$ cat src/rtl/dmem_arbiter.sv
// Arbiter for a single-port synchronous data memory shared by the CPU memory stage and a DMA port.
// The CPU wins by default, and a DMA request that has lost STARVE_MAX cycles in a row is forced through.
module dmem_arbiter #(
  parameter int DEPTH      = 256,
  parameter int AW         = 8,
  parameter int STARVE_MAX = 4
) (
  input  logic          clk,
  input  logic          rst,
  input  logic          i_cpu_req,
  input  logic          i_cpu_we,
  input  logic [31:0]   i_cpu_addr,
  input  logic [31:0]   i_cpu_wdata,
  output logic [31:0]   o_cpu_rdata,
  output logic          o_cpu_stall,
  input  logic          i_dma_req,
  input  logic          i_dma_we,
  input  logic [31:0]   i_dma_addr,
  input  logic [31:0]   i_dma_wdata,
  output logic          o_dma_gnt,
  output logic          o_dma_rvalid,
  output logic [31:0]   o_dma_rdata,
  output logic          o_mem_en,
  output logic          o_mem_we,
  output logic [AW-1:0] o_mem_addr,
  output logic [31:0]   o_mem_wdata,
  input  logic [31:0]   i_mem_rdata
);

  typedef enum logic [1:0] {IDLE, CPU_RD, DMA_RD} state_t;

  localparam logic [AW-1:0] ADDR_MASK = AW'(DEPTH - 1);
  localparam logic [3:0]    STARVE_LIM = 4'(STARVE_MAX);

  state_t      r_state;
  logic [3:0]  r_starve_cnt;
  logic [31:0] r_cpu_rdata;
  logic [31:0] r_dma_rdata;
  logic        r_dma_rvalid;

  logic w_idle, w_force_dma, w_cpu_win, w_dma_win;
  logic w_unused;

  assign w_idle      = (r_state == IDLE);
  assign w_force_dma = i_dma_req && (r_starve_cnt == STARVE_LIM);
  assign w_cpu_win   = w_idle && i_cpu_req && !w_force_dma;
  assign w_dma_win   = w_idle && i_dma_req && !w_cpu_win;

  // Byte-offset and upper address bits are dropped: word access, wrapping modulo DEPTH*4.
  assign w_unused = &{1'b0, i_cpu_addr[31:AW+2], i_cpu_addr[1:0],
                      i_dma_addr[31:AW+2], i_dma_addr[1:0]};

  // All combinational outputs are forced low while reset is asserted.
  always_comb begin
    o_mem_en    = 1'b0;
    o_mem_we    = 1'b0;
    o_mem_addr  = '0;
    o_mem_wdata = '0;
    o_dma_gnt   = 1'b0;
    o_cpu_stall = 1'b0;
    if (rst) begin
      if (w_cpu_win) begin
        o_mem_en    = 1'b1;
        o_mem_we    = i_cpu_we;
        o_mem_addr  = i_cpu_addr[AW+1:2] & ADDR_MASK;
        o_mem_wdata = i_cpu_wdata;
      end else if (w_dma_win) begin
        o_mem_en    = 1'b1;
        o_mem_we    = i_dma_we;
        o_mem_addr  = i_dma_addr[AW+1:2] & ADDR_MASK;
        o_mem_wdata = i_dma_wdata;
        o_dma_gnt   = 1'b1;
      end
      case (r_state)
        IDLE:    o_cpu_stall = i_cpu_req && !(w_cpu_win && i_cpu_we);
        DMA_RD:  o_cpu_stall = i_cpu_req;
        default: o_cpu_stall = 1'b0;
      endcase
    end
  end

  // Return cycles pass memory data straight through; otherwise the last captured value is held.
  assign o_cpu_rdata  = (r_state == CPU_RD) ? i_mem_rdata : r_cpu_rdata;
  assign o_dma_rdata  = (r_state == DMA_RD) ? i_mem_rdata : r_dma_rdata;
  assign o_dma_rvalid = r_dma_rvalid;

  always_ff @(posedge clk or negedge rst) begin
    if (!rst) begin
      r_state      <= IDLE;
      r_starve_cnt <= '0;
      r_cpu_rdata  <= '0;
      r_dma_rdata  <= '0;
      r_dma_rvalid <= 1'b0;
    end else begin
      r_dma_rvalid <= 1'b0;
      case (r_state)
        IDLE: begin
          if (w_cpu_win && !i_cpu_we) begin
            r_state <= CPU_RD;
          end else if (w_dma_win && !i_dma_we) begin
            r_state      <= DMA_RD;
            r_dma_rvalid <= 1'b1;
          end
        end
        CPU_RD: begin
          r_cpu_rdata <= i_mem_rdata;
          r_state     <= IDLE;
        end
        DMA_RD: begin
          r_dma_rdata <= i_mem_rdata;
          r_state     <= IDLE;
        end
        default: r_state <= IDLE;
      endcase
      // Busy read-return cycles also count as lost cycles for a waiting DMA.
      if (w_dma_win || !i_dma_req)
        r_starve_cnt <= '0;
      else if (r_starve_cnt != STARVE_LIM)
        r_starve_cnt <= r_starve_cnt + 4'd1;
    end
  end

endmodule

$ cat config.mk
export PLATFORM = sky130hd
export DESIGN_NAME = dmem_arbiter
export DESIGN_NICKNAME = d
export VERILOG_FILES = /design/src/rtl/dmem_arbiter.sv
export SDC_FILE = /design/constraint.sdc
export NUM_CORES = 1
export LEC_CHECK = 0
export ABC_AREA = 1
export BUFFER_PORTS_ARGS = -buffer_cell sky130_fd_sc_hd__buf_2
export CAP_MARGIN = 20
export CORE_AREA = 2 2 108 110
export CTS_BUF_LIST = sky130_fd_sc_hd__clkbuf_4
export DETAILED_ROUTE_END_ITERATION = 10
export DIE_AREA = 0 0 110 112
export PLACE_DENSITY = 0.67
export SYNTH_ARGS = -nofsm -noshare
export SYNTH_HDL_FRONTEND = slang
export SYNTH_SLANG_ARGS = --single-unit
$ cat constraint.sdc
create_clock -name clk -period 4.6 [get_ports clk]
set_input_delay 0.92 -clock clk [delete_from_list [all_inputs] [get_ports clk]]
set_output_delay 0.92 -clock clk [all_outputs]
set_load 0.005 [all_outputs]
; After elaboration in Yosys (flattened, before gate mapping)
; Index checks and enable logic that the tools add are counted.
[totals]
reg_bits = 71
output_inout_bits = 109
[op_classes]
addsub = 1
n_eq_ne = 5
mux = 26
n_reduce_logical = 18
[op_table]
columns = cell, count
row1 = $mux 32, 5
row2 = $mux 8, 3
row3 = $mux 1, 12
row4 = $logic_and 1x1->1, 9
row5 = $mux 4, 2
row6 = $logic_not 1->1, 6
row7 = $mux 2, 3
row8 = $add 4x1->4 const B, 1
row9 = $eq 4x3->1 const B, 1
row10 = $ne 4x3->1 const B, 1
row11 = $ne 3x1->1 const B, 1
row12 = $eq 2x1->1 const B, 1
row13 = $eq 2x2->1 const B, 1
row14 = $logic_not 2->1, 1
row15 = $pmux 1 s2, 1
row16 = $reduce_bool 2->1, 1
row17 = $logic_or 1x1->1, 1

; Logic depth before layout (Yosys ltp)
[logic_depth]
depth_word = 10
mapped_depth = 10
mapped_depth_nobuf = 10

; Worst setup path before layout
; No wires, ideal clock.
[synth_timing]
path_kind = input -> output
from = input port i_cpu_req
to = output port o_mem_addr[7]
arrival_time_ns = 1.555
required_time_ns = 3.680
path_slack_ns = 2.125
stages = 7
cell_sequence = inv_1 nor2_4 nand2_4 inv_4 buf_6 nand3_2 nand2_1
[synth_between]
elab_chain_cells = 7
[synth_lines]
columns = element, line_no
row1 = start: declaration, 10  ; input logic i_cpu_req,
row2 = $logic_and 1x1->1 * (2 in a row), 46  ; assign w_cpu_win = w_idle && i_cpu_req && !w_force_dma;
row3 = $logic_not 1->1, 47  ; assign w_dma_win = w_idle && i_dma_req && !w_cpu_win;
row4 = $logic_and 1x1->1, 47
row5 = $mux 8, 67  ; end else if (w_dma_win) begin
row6 = $mux 8 *, 62  ; if (w_cpu_win) begin
row7 = $mux 8 *, 61  ; if (rst) begin
row8 = end: declaration, 25  ; output logic [AW-1:0] o_mem_addr,
; Mark *: on every way between the ends. The rest lies on a longest branch, timed or not.

; Worst setup path after layout
[layout_timing]
from = register r_starve_cnt[0]
to = output port o_mem_we
[layout_between]
elab_chain_cells = 9
[layout_lines]
columns = element, line_no
row1 = start: declaration, 36  ; logic [3:0] r_starve_cnt;
row2 = start signal: assignment, 119  ; r_starve_cnt <= r_starve_cnt + 4'd1;
row3 = $eq 4x3->1 *, 45  ; assign w_force_dma = i_dma_req && (r_starve_cnt == STARVE_LIM);
row4 = $logic_and 1x1->1 *, 45
row5 = $logic_not 1->1 *, 46
row6 = $logic_and 1x1->1 *, 46
row7 = $logic_not 1->1, 47
row8 = $logic_and 1x1->1, 47
row9 = $mux 1, 67
row10 = $mux 1 *, 62
row11 = $mux 1 *, 61
row12 = end: declaration, 24  ; output logic o_mem_we,
; Marked as above.

==> impl_metrics.json <==
{
  "cts.clk_slew.worst_paths_ps": 130,
  "place_congestion": 0.836,
  "worst_pin_slew_ps": 633,
  "port_buffers": 226,
  "ys_top_cells_by_area": "dfrtp_1 50%, nand2_1 12%, o21ai_0 9.0%",
  "slew_viol_final": 0,
  "syn_nets": 602,
  "finalNetCount": 813,
  "n_antenna_cell": 0,
  "switching_share_pct": 33.9,
  "fmax_ghz": 0.304,
  "worst_slack_ps": 1310,
  "cp_max_fo": 44,
  "grt_start_max_net_pins": 65,
  "cts_buffers": 9,
  "r2r_cells": 9,
  "tns_ps": 0,
  "wl_per_cell_um": 13.2,
  "dr.pass1.iters": 4,
  "drt_wl_total_mm": 10.5,
  "yosysMostFrequentCell": "nand2_1",
  "die_area_um2": 12300,
  "ys_seq_area_share_pct": 49.9,
  "setup_violations": 0,
  "rsz0062_at_grt": "false",
  "whs_ps": 470,
  "grt_pass1_vias": 3567,
  "start_util_pct": 31.8,
  "cts_tree": "yes",
  "hold_violations": 0,
  "reg2reg_to": "r_starve_cnt[2]",
  "post_cts_resized": 0,
  "combPwrFrac_pct": 32.4,
  "p_per_area_nw_per_um2": 346,
  "synth_edf_count": 0,
  "pwr-share-clk_pct": 19.7,
  "synthTopCellsByCount": "113 x nand2_1, 71 x dfrtp_1, 64 x o21ai_0",
  "start_kind": "flop",
  "yosysWarnings": 0,
  "total_leakage_power_nw": 2.87,
  "htree_levels": 3,
  "grt_use_total_pct": 17.0,
  "worstHoldPathType": "primary input to async pin",
  "r2r_slack_ps": 2890,
  "cts_sinks": 71,
  "dp_slack_ps": 1320,
  "synth_ff_type": "dfrtp_1",
  "dp_hpwl_mm": 7.94,
  "ir_worst_vdd_mv": 0.134,
  "critPathKind": "flop to primary output",
  "clockBufferDepth": 2,
  "post_synth.cell_area_avg_um2": 8.20,
  "fin_crit_ps": 3290,
  "cp_data_required_time_ps": 3680,
  "maxCapViolCount": 0,
  "skew_ps": 13.1,
  "multi_input_comb_area_um2": 1430,
  "syn2layout_area_growth_pct": 37.6,
  "place_area_um2": 4730,
  "min_period_over_period_pct": 71.6,
  "routed_via_density": 4.65,
  "synth_async_sr_flop_share_pct": 100,
  "slew_headroom_pct": 57.6,
  "synth_top_area_share_pct": 49.9,
  "cts_setup_buffers": 0,
  "syn-cell-area_um2": 3560,
  "io_pins": 275,
  "clk_latency_ps": 410,
  "fp.dieW_um": 110,
  "core_area_um2": 11200,
  "ys_ff_latch": 71,
  "status": "finished clean",
  "switchingPower_mw": 0.574,
  "antenna_left": 0,
  "row_count": 39,
  "grt_pass1_wl_mm": 16.2,
  "end_kind": "primary output",
  "die_h_um": 112,
  "pwr-share-seq_pct": 47.9,
  "drt_iter0_markers": 120,
  "fillCellCount": 1156,
  "grt.overflow.total": 0,
  "regArea_um2": 1780,
  "root_buffer": "clkbuf_4",
  "antenna_found_initial": 0,
  "arrival_ps": 2370,
  "drive_gt1_share_pct": 41.4,
  "synth_cell_types": 24,
  "final_area_um2": 4900,
  "power_mw": 1.69,
  "yosysTopAreaCell": "dfrtp_1",
  "cts-hold-fix-buffers": 0,
  "vias": 3685,
  "p_int_mw": 1.12,
  "route.detailed.drc": 0,
  "r2r_start": "r_starve_cnt[0]",
  "synth_cells": 434
}
critical path, stage by stage, from the launching register on:
cell	delay, ps
dfrtp_1	410
inv_1	70
ha_1	190
inv_1	60
nor2_2	50
nand2_2	90
nand2_4	260
inv_4	450
nand3_1	140
nand2_1	110
buf_2	130
power groups by stage:
stage	clock, mW	combinational, mW	sequential, mW
after floorplan	0	0.276	0.813
after global routing	0.386	0.629	0.826
after CTS	0.355	0.554	0.812
after global placement	0	0.535	0.819
after detailed placement	0	0.552	0.825
final	0.334	0.549	0.810
through the flow:
step	cells	util [%]
global placement	775	42.3
floorplan	434	-
CTS	790	43.3
finish	792	43.8
global route	792	43.8
detailed placement	775	42.3
registers in the layout, summed over array words and instances (netlist names):
register	cells
r_dma_rdata	32
r_cpu_rdata	32
o_dma_rvalid	1
r_starve_cnt	4
r_state	2
kinds of logic (layout without fill, tap and decap cells):
family	after synthesis	in the layout	synth area share [%]
AND/OR/NAND/NOR	215	215	29.4
buffers and inverters	77	292	9.92
flip-flops	71	71	49.9
AO/OA/AOI/OAI	68	68	9.85
adder cells (fa/ha/maj)	2	2	0.703
XOR/XNOR	1	1	0.246
worst max-delay path by stage:
| stage | cells after the start | end | startpoint |
|---|---|---|---|
| after floorplan | 7 | o_mem_addr[7] | i_cpu_req |
| after global placement | 9 | o_mem_wdata[0] | i_dma_req |
| after detailed placement | 9 | o_mem_we | i_dma_req |
| after CTS | 10 | o_mem_we | r_starve_cnt[0] |
| after global routing | 10 | o_mem_addr[4] | r_starve_cnt[0] |
| final | 10 | o_mem_we | r_starve_cnt[0] |
layout by cell type, fill, tap and decap left out, types with 2 or more instances in the layout:
| cell | n |
|---|---|
| buf_16 | 2 |
| inv_2 | 2 |
| nand2_4 | 2 |
| ha_1 | 2 |
| nand3_2 | 10 |
| nand3_1 | 33 |
| o21ai_0 | 64 |
| buf_2 | 225 |
| clkbuf_4 | 9 |
| nand2_1 | 111 |
| nand4_1 | 41 |
| nand2_2 | 3 |
| clkinv_4 | 2 |
| nor2_1 | 11 |
| inv_1 | 41 |
| dfrtp_1 | 71 |
| clkinvlp_4 | 2 |
| o21bai_1 | 3 |
| nor2_2 | 2 |
| buf_4 | 6 |
per-layer routing:
layer,part of all wire (%),global-route usage [%],up-vias
li1,-,-,1861
met1,39,18.2,1639
met2,49,29.0,159
met3,7.8,4.86,26
met4,4.8,10.0,0
met5,0,0,-
area by class of cell:
cell class | count | area share (%)
clock inverter | 6 | 0.945
inverter | 44 | 3.42
multi-input combinational | 286 | 29.3
tap | 143 | 3.65
timing repair buffer | 233 | 25.0
clock buffer | 9 | 1.38
sequential | 71 | 36.3
No activity file was read; power rests on OpenSTA's default activity.
